$ cat src/rtl/mycpu_io_port.sv
// I/O responder for the mycpu core: IOR drains an input byte FIFO, IOW fills an
// output byte FIFO, and the CPU is held off through io_req/io_ack while a FIFO cannot serve.
module mycpu_io_port #(
   parameter int N     = 8,
   parameter int DEPTH = 4
) (
   input  logic                         clk,
   input  logic                         rst_n,
   input  logic                         io_req,
   input  logic                         io_we,
   input  logic [N-1:0]                 io_wdata,
   output logic [N-1:0]                 io_rdata,
   output logic                         io_ack,
   input  logic                         in_valid,
   input  logic [N-1:0]                 in_data,
   output logic                         in_ready,
   output logic                         out_valid,
   output logic [N-1:0]                 out_data,
   input  logic                         out_ready,
   output logic [$clog2(DEPTH+1)-1:0]   in_level,
   output logic [$clog2(DEPTH+1)-1:0]   out_level
);
   localparam int AW = $clog2(DEPTH);
   localparam int LW = $clog2(DEPTH + 1);
   localparam logic [LW-1:0] LVL_FULL = LW'(DEPTH);

   typedef enum logic [1:0] {IDLE, RD_WAIT, WR_WAIT, ACK} state_t;

   state_t          state_q;
   logic            io_ack_q;
   logic [N-1:0]    io_rdata_q;

   logic [N-1:0]    in_mem  [DEPTH];
   logic [N-1:0]    out_mem [DEPTH];
   logic [AW-1:0]   in_wp_q, in_rp_q, out_wp_q, out_rp_q;
   logic [LW-1:0]   in_lvl_q, out_lvl_q;
   logic [LW-1:0]   in_lvl_d, out_lvl_d;

   logic in_full, in_empty, out_full, out_empty;
   logic in_push, in_pop, out_push, out_pop;
   logic ior_go, iow_go;

   // Serviceability is decided purely from registered levels, never from same-cycle traffic.
   assign in_full   = (in_lvl_q == LVL_FULL);
   assign in_empty  = (in_lvl_q == '0);
   assign out_full  = (out_lvl_q == LVL_FULL);
   assign out_empty = (out_lvl_q == '0);

   assign ior_go = io_req && !in_empty &&
                   (((state_q == IDLE) && !io_we) || (state_q == RD_WAIT));
   assign iow_go = io_req && !out_full &&
                   (((state_q == IDLE) && io_we) || (state_q == WR_WAIT));

   assign in_push  = in_valid && !in_full;
   assign in_pop   = ior_go;
   assign out_push = iow_go;
   assign out_pop  = !out_empty && out_ready;

   assign in_lvl_d  = in_lvl_q  + LW'(in_push)  - LW'(in_pop);
   assign out_lvl_d = out_lvl_q + LW'(out_push) - LW'(out_pop);

   assign in_ready  = !in_full;
   assign out_valid = !out_empty;
   assign out_data  = out_empty ? '0 : out_mem[out_rp_q];
   assign in_level  = in_lvl_q;
   assign out_level = out_lvl_q;
   assign io_ack    = io_ack_q;
   assign io_rdata  = io_rdata_q;

   always_ff @(posedge clk) begin
      if (in_push)  in_mem[in_wp_q]   <= in_data;
      if (out_push) out_mem[out_wp_q] <= io_wdata;
   end

   always_ff @(posedge clk or negedge rst_n) begin
      if (!rst_n) begin
         in_wp_q   <= '0;
         in_rp_q   <= '0;
         out_wp_q  <= '0;
         out_rp_q  <= '0;
         in_lvl_q  <= '0;
         out_lvl_q <= '0;
      end else begin
         if (in_push)  in_wp_q  <= in_wp_q  + AW'(1);
         if (in_pop)   in_rp_q  <= in_rp_q  + AW'(1);
         if (out_push) out_wp_q <= out_wp_q + AW'(1);
         if (out_pop)  out_rp_q <= out_rp_q + AW'(1);
         in_lvl_q  <= in_lvl_d;
         out_lvl_q <= out_lvl_d;
      end
   end

   // The ack pulse is registered: it rises exactly when a transfer moves the FSM into ACK.
   always_ff @(posedge clk or negedge rst_n) begin
      if (!rst_n) begin
         state_q    <= IDLE;
         io_ack_q   <= 1'b0;
         io_rdata_q <= '0;
      end else begin
         io_ack_q <= ior_go || iow_go;
         if (ior_go) io_rdata_q <= in_mem[in_rp_q];
         case (state_q)
            IDLE: begin
               if (io_req) begin
                  if (io_we) state_q <= out_full ? WR_WAIT : ACK;
                  else       state_q <= in_empty ? RD_WAIT : ACK;
               end
            end
            RD_WAIT: begin
               if (!io_req)       state_q <= IDLE;
               else if (ior_go)   state_q <= ACK;
            end
            WR_WAIT: begin
               if (!io_req)       state_q <= IDLE;
               else if (iow_go)   state_q <= ACK;
            end
            default: state_q <= IDLE;
         endcase
      end
   end
endmodule

$ cat config.mk
export PLATFORM = sky130hd
export DESIGN_NAME = mycpu_io_port
export DESIGN_NICKNAME = d
export VERILOG_FILES = /design/src/rtl/mycpu_io_port.sv
export SDC_FILE = /design/constraint.sdc
export NUM_CORES = 1
export LEC_CHECK = 0
export CAP_MARGIN = 10
export CORE_ASPECT_RATIO = 1.1
export CORE_MARGIN = 1
export CORE_UTILIZATION = 56
export CTS_BUF_LIST = sky130_fd_sc_hd__clkbuf_16
export CTS_CLUSTER_DIAMETER = 60
export CTS_CLUSTER_SIZE = 20
export DETAILED_ROUTE_END_ITERATION = 12
export DONT_BUFFER_PORTS = 1
export PLACE_DENSITY = 0.74
export SLEW_MARGIN = 30
export SYNTH_ARGS = -nofsm -noshare
export SYNTH_HDL_FRONTEND = slang
export SYNTH_SLANG_ARGS = --single-unit
$ cat constraint.sdc
create_clock -name clk -period 2.23 [get_ports clk]
set_input_delay 0.3345 -clock clk [delete_from_list [all_inputs] [get_ports clk]]
set_output_delay 0.3345 -clock clk [all_outputs]
set_load 0.005 [all_outputs]
# After elaboration in Yosys (flattened, before gate mapping)
# Memory sizes are Yosys's and may differ from the RTL's. A register that Yosys moved wholly into a read port is not among the register bits.
# Cells that the tools add are included.
# W data, S select, Z words.
[totals]
inputBits = 22
ff_bits = 17
elab_cells = 60
n_memories = 2
out_inout_bits = 25
ramBits = 64
[op_classes]
muxes = 14
n_eq_ne = 7
add_sub_neg = 8
n_reduce_logical = 21
[memory_table]
columns = ["memory", "words", "width", "read_ports", "rd_clocked_by_memory_dff", "wr", "line_no", "source"]
rows = [
  ["in_mem", 4, 8, 1, 1, 1, "33", "logic [N-1:0] in_mem [DEPTH];"],
  ["out_mem", 4, 8, 1, 0, 1, "34", "logic [N-1:0] out_mem [DEPTH];"],
]
[ops]
columns = ["cell", "count"]
rows = [
  ["$mux W2", 7],
  ["$add A2 B1 Y2 const B", 4],
  ["$logic_and A1 B1 Y1", 8],
  ["$mux W8", 1],
  ["$add A3 B1 Y3", 2],
  ["$eq A3 B3 Y1 const B", 2],
  ["$logic_not A1 Y1", 6],
  ["$logic_not A3 Y1", 2],
  ["$ne A3 B3 Y1 const B", 2],
  ["$pmux W2 S3", 1],
  ["$sub A3 B1 Y3", 2],
  ["$mux W1", 5],
  ["$logic_or A1 B1 Y1", 3],
  ["$reduce_and A3 Y1", 1],
  ["$eq A2 B1 Y1 const B", 1],
  ["$eq A2 B2 Y1 const B", 1],
  ["$logic_not A2 Y1", 1],
  ["$ne A2 B2 Y1 const B", 1],
]

# Longest topological paths before layout
# Gate-level depths: netlist of the first run.
[depth]
ltp_word = 7
ltp_mapped = 13
ltp_nobuf = 12

# Worst setup path before layout of the first run
# OpenSTA, ideal clock, no wires.
[synth_timing]
kind = "register -> register"
from = "register state_q[0]"
to = "register in_lvl_q[2] (netlist: in_level[2])"
required_ns = 2.102
n_path_buf = 1
arrival_time_ns = 2.277
period_less_slack_ns = 2.405
setup_slack_ns = -0.175
setup_ns = 0.128
path_stages_with_launch = 14
path_cell_list = "dfrtp_1 > inv_1 > ha_1 > nor2b_1 > o211ai_2 > clkbuf_8 > inv_1 > ha_1 > inv_1 > ha_1 > inv_1 > fa_1 > xnor2_1 > xnor2_1"
[synth_between]
elab_chain_len = 5
elab_cells_between_ends = 6
classes_between = "add/sub: 1; eq/ne: 1; reduce/logical: 4"
[synth_lines]
columns = ["item", "line_no", "source"]
rows = [
  ["start: declaration", "29", "state_t state_q;"],
  ["start signal: assignment", "105", "if (io_we) state_q <= out_full ? WR_WAIT : ACK;"],
  ["start signal: assignment", "106", "else state_q <= in_empty ? RD_WAIT : ACK;"],
  ["$logic_not A2 Y1", "50", "(((state_q == IDLE) && !io_we) || (state_q == RD_WAIT));"],
  ["$logic_and A1 B1 Y1", "50", ""],
  ["$logic_or A1 B1 Y1 *", "50", ""],
  ["$logic_and A1 B1 Y1 *", "49", "assign ior_go = io_req && !in_empty &&"],
  ["named net in_pop", "40", "logic in_push, in_pop, out_push, out_pop;"],
  ["$sub A3 B1 Y3 *", "59", "assign in_lvl_d = in_lvl_q + LW'(in_push) - LW'(in_pop);"],
  ["named net in_lvl_d[2]", "37", "logic [LW-1:0] in_lvl_d, out_lvl_d;"],
  ["end signal: assignment", "88", "in_lvl_q <= in_lvl_d;"],
  ["end: declaration", "36", "logic [LW-1:0] in_lvl_q, out_lvl_q;"],
]
# Mark *: on every way through the listed nets, which the timed path passes. The rest lies on a longest branch.
# A chain may end at the register's enable or synchronous reset.

# Worst setup path after layout of the first run
[layout_timing]
from = "register state_q[1]"
to = "register out_lvl_q[2] (netlist: out_level[2])"
[layout_between]
elab_chain_len = 6
elab_cells_between_ends = 7
classes_between = "add/sub: 2; eq/ne: 1; reduce/logical: 4"
[layout_lines]
columns = ["item", "line_no", "source"]
rows = [
  ["$logic_not A2 Y1", "52", "(((state_q == IDLE) && io_we) || (state_q == WR_WAIT));"],
  ["$logic_and A1 B1 Y1", "52", ""],
  ["$logic_or A1 B1 Y1 *", "52", ""],
  ["$logic_and A1 B1 Y1 *", "51", "assign iow_go = io_req && !out_full &&"],
  ["$add A3 B1 Y3 *", "60", "assign out_lvl_d = out_lvl_q + LW'(out_push) - LW'(out_pop);"],
  ["$sub A3 B1 Y3 *", "60", ""],
  ["named net out_lvl_d[2]", "37", ""],
  ["end signal: assignment", "89", "out_lvl_q <= out_lvl_d;"],
  ["end: declaration", "36", ""],
]
# Marks and branches as above.

==> results.tsv, run 1 <==
stage	metric	value	unit
final_layout	antennaDiodeCount	0	
timing	setup_viol	0	
timing	rsz0062_at_grt	true	
timing	max_freq	455	MHz
clock_tree	htree_levels	3	
final_layout	final_area	0.00441	mm2
timing	hold-worst-slack	94.3	ps
placement	dpl_cell_area	0.00398	mm2
yosys	synth.area.mux_share	12.7	%
global_routing	grt_pass1_wl	10.1	mm
global_routing	grt_start_max_net_pins	26	
yosys	synth_area	0.00374	mm2
yosys	seq_area_frac_synth	68.0	%
worst_setup_path	path_depth	10	
die	dieArea	0.00702	mm2
worst_setup_path	cp_cell_sequence	buf_4, ha_4, a21oi_2, nor3_2, xnor2_1, ha_1, inv_1, fa_1, xnor2_2, xnor2_1	
global_routing	grt_pass1_vias	2016	
pwr	p_leak	1.64	nW
pwr	power_frac_clock	25.0	%
timing	tightest_slew	597	ps
worst_setup_path	path_delay_family	adder cells	
worst_hold_path	hold_path_startpoint	io_wdata[1]	
global_routing	groute.usage.overall	20.7	%
die	die_w	80.0	um
worst_setup_path	cp.arrival	2420	ps
timing	relSlewSlack	60.2	%
timing	period_needed	2200	ps
clock_tree	clock_latency	330	ps
worst_setup_path	start_kind	register	
timing	timing_hold_violations_final	0	
die	start_util	59.4	%
pwr	power_frac_seq	42.1	%
global_routing	antenna_found_initial	0	
clock_tree	cts_tree	built	
clock_tree	clk_pin_slew	60	ps
worst_setup_path	critPathCaptureType	register	
outcome	outcome	complete, no violations	
timing	finalMaxSlewViolations	0	
worst_hold_path	hold-path-endpoint	out_mem[0][1]	
routing	postRouteAntennaNets	0	
clock_tree	clk_path_buf_depth	2	
worst_setup_path	cp_common_cell	xnor2_1	
worst_setup_path	crit_fanout	4	
final_layout	layout.nets	273	
final_layout	final_cell_mix	edfxtp_1 (64), dfrtp_1 (23), buf_4 (19), mux4_2 (16), and2_1 (12)	
final_layout	drive_gt1_share	37.7	%
die	core	0.00631	mm2
pwr	power_density	1420	mW/mm2
yosys	synth-compound-area-share	2.51	%
yosys	synth_cell_types	38	
die	num_rows	30	
final_layout	layout_commonest_cell	edfxtp_1	
yosys	synth_xor_area_share	2.57	%
final_layout	final_cell_count_no_fill	319	
clock_tree	cts.sinks	89	
routing	via_per_inst	5.82	
worst_setup_path	max_stage_delay	430	ps
worst_setup_path	timing.rr.end	out_level[2]	
global_routing	globalRouteOverflowTotal	0	
worst_setup_path	critPathSlowestCell	fa_1	
worst_setup_path	crit_type	reg2reg	
yosys	synth_nets	246	
routing	avgRoutedWirePerCell	20.0	um
yosys	synth_top_family_by_area	multiplexers	
placement	dp_cells	297	
yosys	synthCells	207	
routing	vias	1858	
yosys	ys_seq_elements	89	
job	maxCapViolCount	0	
placement	place_congestion	0.733	
timing	fin_crit_sh	98.5	%
clock_tree	cts_buffers	9	
pwr	internal_power	4.39	mW
routing	first_pass_iters	4	
routing	drt_wl_total	6.39	mm
die	dieHeight	87.8	um
worst_setup_path	worst-path-buf-inv	2	
placement	dp_hpwl	4.33	mm
timing	finClkSkew	6.10	ps
pwr	p_sw_share	30.1	%
pwr	ir_drop	0.907	mV
routing	drt-initial-drc-count	64	
worst_hold_path	worstHoldPathType	in2reg	
worst_setup_path	worst_ep_required_time	2450	ps
worst_hold_path	hold_path_depth	0	
worst_setup_path	r2r_cells	10	
placement	pre_cts_ws	-65.7	ps
timing	fin_ws	33.8	ps
placement	portBuffers	0	
pwr	combPwrFrac	32.8	%
yosys	yosys_warnings	0	
yosys	synthAdderAreaFrac	6.08	%
final_layout	syn_to_final_growth	17.7	%
routing	drc	0	
worst_setup_path	r2r-start	state_q[1]	
worst_setup_path	rrSetupSlack	30	ps
final_layout	utilization	69.9	%
yosys	syn_area_per_cell	18.1	um2
pwr	p_sw	1.89	mW
yosys	synthSimpleGateAreaFrac	5.55	%
clock_tree	root_buffer	clkbuf_16	
die	boundaryPins	47	
-- what timing repair did --
item	4_1_cts	5_1_grt
resized for setup	2	10
setup endpoints to repair	2	10
hold buffers	2	0
buffers inserted	3	1
pin swaps	3	5
endpoints found under the hold margin	25	0
-- area by class of cell --
type	instances	area (um2)
clock buffer	9	225
clock inverter	7	92.6
fill	395	1900
inverter	15	58.8
multi-input combinational	97	1200
sequential	89	2550
tap	80	100
timing repair buffer	22	184
-- stage by stage --
step           TNS [ps]  power, mW
3_3_place_gp          0       4.39
6_report              0       6.28
3_5_place_dp      -65.7       4.57
5_1_grt           -72.6       6.63
4_1_cts               0       6.20
2_1_floorplan     -51.4       3.99
-- power by group through the flow --
stage | logic (mW) | registers, mW | clock network [mW]
floorplan | 1.52 | 2.47 | 0
global placement | 1.75 | 2.64 | 0
detailed placement | 1.89 | 2.68 | 0
CTS | 1.96 | 2.65 | 1.59
global route | 2.26 | 2.71 | 1.66
finish | 2.06 | 2.65 | 1.57
-- synthesized netlist by cell type --
cell       instances  area share, %
a211o_1            1           0.23
fa_1               2            1.1
dfrtp_1           25             17
xnor2_1           11            2.6
nor2_1             2           0.20
buf_4              1           0.20
nand2_1            1           0.10
o2111ai_1          1           0.23
nor2b_1            1           0.17
clkbuf_8           1           0.37
edfxtp_1          64             51
a221oi_1           2           0.47
clkbuf_1           2           0.20
mux2_2             9            2.7
nand3_1            1           0.13
mux4_2            16            9.6
o211ai_2           1           0.33
o2bb2ai_1          1           0.23
nor3_2             1           0.27
or3_1              2           0.33
inv_1             15            1.5
nand2b_1           2           0.33
nor3_1             1           0.13
buf_1              1           0.10
nor3b_2            1           0.33
o21ai_0            2           0.27
and2_1            12            2.0
and3_2             4           0.80
mux2_4             1           0.40
or3b_4             1           0.30
buf_2              1           0.13
and2_4             1           0.23
a31oi_1            1           0.17
a21oi_1            1           0.13
ha_1              15            5.0
or2b_1             1           0.20
o311a_1            1           0.27
o22ai_1            1           0.17
-- sequential cells by signal, indices dropped and copies added (netlist names) --
name,cells
in_mem,32
out_mem,32
io_rdata,8
in_level,3
out_level,3
in_rp_q,2
in_wp_q,2
out_rp_q,2
out_wp_q,2
state_q,2
io_ack,1
-- worst register-to-register path, stage by stage (launching register included) --
cell and delay (ps):
dfrtp_1 410, buf_4 160, ha_4 170, a21oi_2 110
nor3_2 60, xnor2_1 210, ha_1 190, inv_1 50
fa_1 430, xnor2_2 160, xnor2_1 130
-- logic make-up (layout without fill, tap and decap cells) --
| logic type | Yosys count | after routing |
|---|---|---|
| buffers and inverters | 21 | 53 |
| AOI/OAI and AO/OA | 12 | 12 |
| DFF | 89 | 89 |
| adders and majority gates | 17 | 17 |
| xor gates and xnor gates | 11 | 11 |
| muxes | 26 | 26 |
| and+or+nand+nor | 31 | 31 |
-- routing by layer --
metal / GRT usage (%) / part of all wire, %
met1: 23.2 / 38
met2: 36.3 / 55
met3: 5.10 / 4.7
met4: 11.7 / 2.7
met5: 0 / 0
-- worst max-delay path by stage --
| stage | start | endpoint |
|---|---|---|
| 2_1_floorplan | in_level[2] | in_level[2] |
| 3_3_place_gp | in_level[1] | in_level[2] |
| 3_5_place_dp | state_q[1] | in_level[2] |
| 4_1_cts | in_level[1] | in_level[2] |
| 5_1_grt | state_q[0] | out_level[2] |
| 6_report | state_q[1] | out_level[2] |
Note: power is estimated with default switching activity, not from simulation.
==> inputs of run 2 (changes only) <==
SKIP_CTS_REPAIR_TIMING = 1   (was unset)
==> run 2 against run 1 <==
Net effect:
- sequential power hardly changed
- worst hold slack lost 2.9 ps
- combinational power is essentially flat
- fmax grew 0.13%
- first-iteration DRC count increased by 13%
- final area down 0.14%
- clock skew hardly changed
- setup slack gained 2.9 ps
- wire length decreased by 0.81%
- clock-buffer cell count is the same
- die area did not move
- cell count fell by 0.31%
==> results.tsv, run 2 (synthesis gave the netlist of run 1 again) <==
stage	metric	value	unit	change
clock_tree	clk_pin_slew	60	ps	about the same
placement	portBuffers	0		unchanged
timing	timing_hold_violations_final	0		unchanged
final_layout	layout.nets	272		was 273
worst_setup_path	start_kind	register		unchanged
routing	via_per_inst	5.78		was 5.82
worst_setup_path	timing.rr.end	in_level[2]		was out_level[2]
worst_setup_path	path_depth	10		unchanged
timing	relSlewSlack	60.9	%	was 60.2%
timing	hold-worst-slack	91.4	ps	was 94.3 ps
worst_setup_path	critPathCaptureType	register		unchanged
timing	fin_crit_sh	98.4	%	was 98.5%
clock_tree	htree_levels	3		unchanged
timing	finalMaxSlewViolations	0		unchanged
final_layout	layout_commonest_cell	edfxtp_1		unchanged
routing	vias	1838		was 1,858
worst_setup_path	path_delay_family	adder cells		unchanged
worst_setup_path	r2r-start	in_level[1]		was state_q[1]
routing	first_pass_iters	4		unchanged
timing	tightest_slew	586	ps	was 597 ps
routing	drc	0		unchanged
worst_setup_path	critPathSlowestCell	dfrtp_2		was fa_1
global_routing	grt_pass1_wl	10.0	mm	was 10.1 mm
placement	dp_hpwl	4.33	mm	unchanged
global_routing	grt_start_max_net_pins	26		unchanged
outcome	outcome	complete, no violations		unchanged
worst_setup_path	crit_type	reg2reg		unchanged
clock_tree	cts.sinks	89		unchanged
final_layout	drive_gt1_share	38.2	%	was 37.7%
job	maxCapViolCount	0		unchanged
die	start_util	59.4	%	unchanged
timing	max_freq	456	MHz	was 455 MHz
routing	drt_wl_total	6.34	mm	was 6.39 mm
worst_setup_path	cp.arrival	2420	ps	about the same
routing	drt-initial-drc-count	72		was 64
timing	finClkSkew	6.05	ps	was 6.10 ps
worst_setup_path	crit_start	in_level[1]		was state_q[1]
placement	place_congestion	0.733		unchanged
clock_tree	clock_latency	340	ps	was 330 ps
timing	period_needed	2190	ps	was 2200 ps
die	boundaryPins	47		unchanged
pwr	ir_drop	0.908	mV	was 0.907 mV
die	core	0.00631	mm2	unchanged
routing	avgRoutedWirePerCell	19.9	um	was 20.0 um
die	dieArea	0.00702	mm2	unchanged
worst_setup_path	crit_fanout	4		unchanged
clock_tree	cts_tree	built		unchanged
final_layout	syn_to_final_growth	17.6	%	was 17.7%
final_layout	final_cell_mix	edfxtp_1 (64), dfrtp_1 (23), buf_4 (19), mux4_2 (16), and2_1 (12)		unchanged
clock_tree	cts_buffers	9		unchanged
pwr	p_leak	1.63	nW	was 1.64 nW
timing	rsz0062_at_grt	true		unchanged
pwr	power_density	1420	mW/mm2	about the same
worst_setup_path	rrSetupSlack	40	ps	was 30 ps
clock_tree	clk_path_buf_depth	2		unchanged
worst_setup_path	cp_cell_sequence	or3b_4, and2_4, inv_2, ha_4, inv_2, ha_4, inv_2, fa_2, xnor2_2, xnor2_1		was buf_4, ha_4, a21oi_2, nor3_2, xnor2_1, ha_1, inv_1, fa_1, xnor2_2, xnor2_1
worst_setup_path	cp_common_cell	inv_2		was xnor2_1
timing	setup_viol	0		unchanged
die	num_rows	30		unchanged
worst_setup_path	crit_end	in_level[2]		was out_level[2]
worst_setup_path	r2r_cells	10		unchanged
final_layout	antennaDiodeCount	0		unchanged
final_layout	utilization	69.8	%	was 69.9%
global_routing	globalRouteOverflowTotal	0		unchanged
global_routing	antenna_found_initial	0		unchanged
worst_setup_path	worst_ep_required_time	2460	ps	was 2450 ps
global_routing	groute.usage.overall	20.6	%	was 20.7%
routing	postRouteAntennaNets	0		unchanged
die	dieHeight	87.8	um	unchanged
die	die_w	80.0	um	unchanged
worst_setup_path	worst-path-buf-inv	3		was 2
worst_hold_path	worstHoldPathType	in2reg		unchanged
global_routing	grt_pass1_vias	1993		was 2,016
clock_tree	root_buffer	clkbuf_16		unchanged
worst_setup_path	max_stage_delay	430	ps	about the same
## run 2: cell types whose count changed in the layout (fill, tap and decap cells not counted), sizes merged
cell and delta:
buf -1
## run 2: area by class of cell
type                    count  area (um2)
well taps                  80         100
multi-input cells          97        1200
inverters                  15        58.8
clock buffers               9         225
clock inverters             7        92.6
repair buffers             21         173
fillers                   393        1900
flip-flops and latches     89        2550
## run 2: power breakdown
part	internal (mW)	leakage [nW]	switching, mW	total [mW]
clock network	0.978	0.149	0.600	1.58
registers	2.24	0.876	0.394	2.64
logic	1.16	0.607	0.890	2.05
total	4.38	1.63	1.88	6.27
## run 2: worst min-delay path by stage
stage	endpoint	start	cells after the start	slack, ps
CTS	state_q[0]	rst_n	0	-320
floorplan	in_level[0]	rst_n	0	40
global route	out_mem[0][0]	io_wdata[0]	0	80
global placement	out_rp_q[1]	rst_n	0	40
detailed placement	out_rp_q[1]	rst_n	0	40
finish	out_mem[0][1]	io_wdata[1]	0	90
## run 2: metrics by stage
step	worst slack, ps	area [um2]	TNS, ps	power (mW)	cells
2_1_floorplan	-51.4	3800	-51.4	3.99	207
5_1_grt	-49.9	4400	-71.7	6.62	318
3_3_place_gp	51.6	3980	0	4.39	297
4_1_cts	-77.1	4300	-85.6	6.15	313
6_report	36.6	4400	0	6.27	318
3_5_place_dp	-65.7	3980	-65.7	4.57	297
## run 2: per-layer routing
layer	GRT usage, %	part of all wire (%)	up-vias
li1	-	-	831
met1	23.5	38	948
met2	35.6	55	46
met3	5.10	5.0	13
met4	11.7	2.9	0
met5	0	0	-
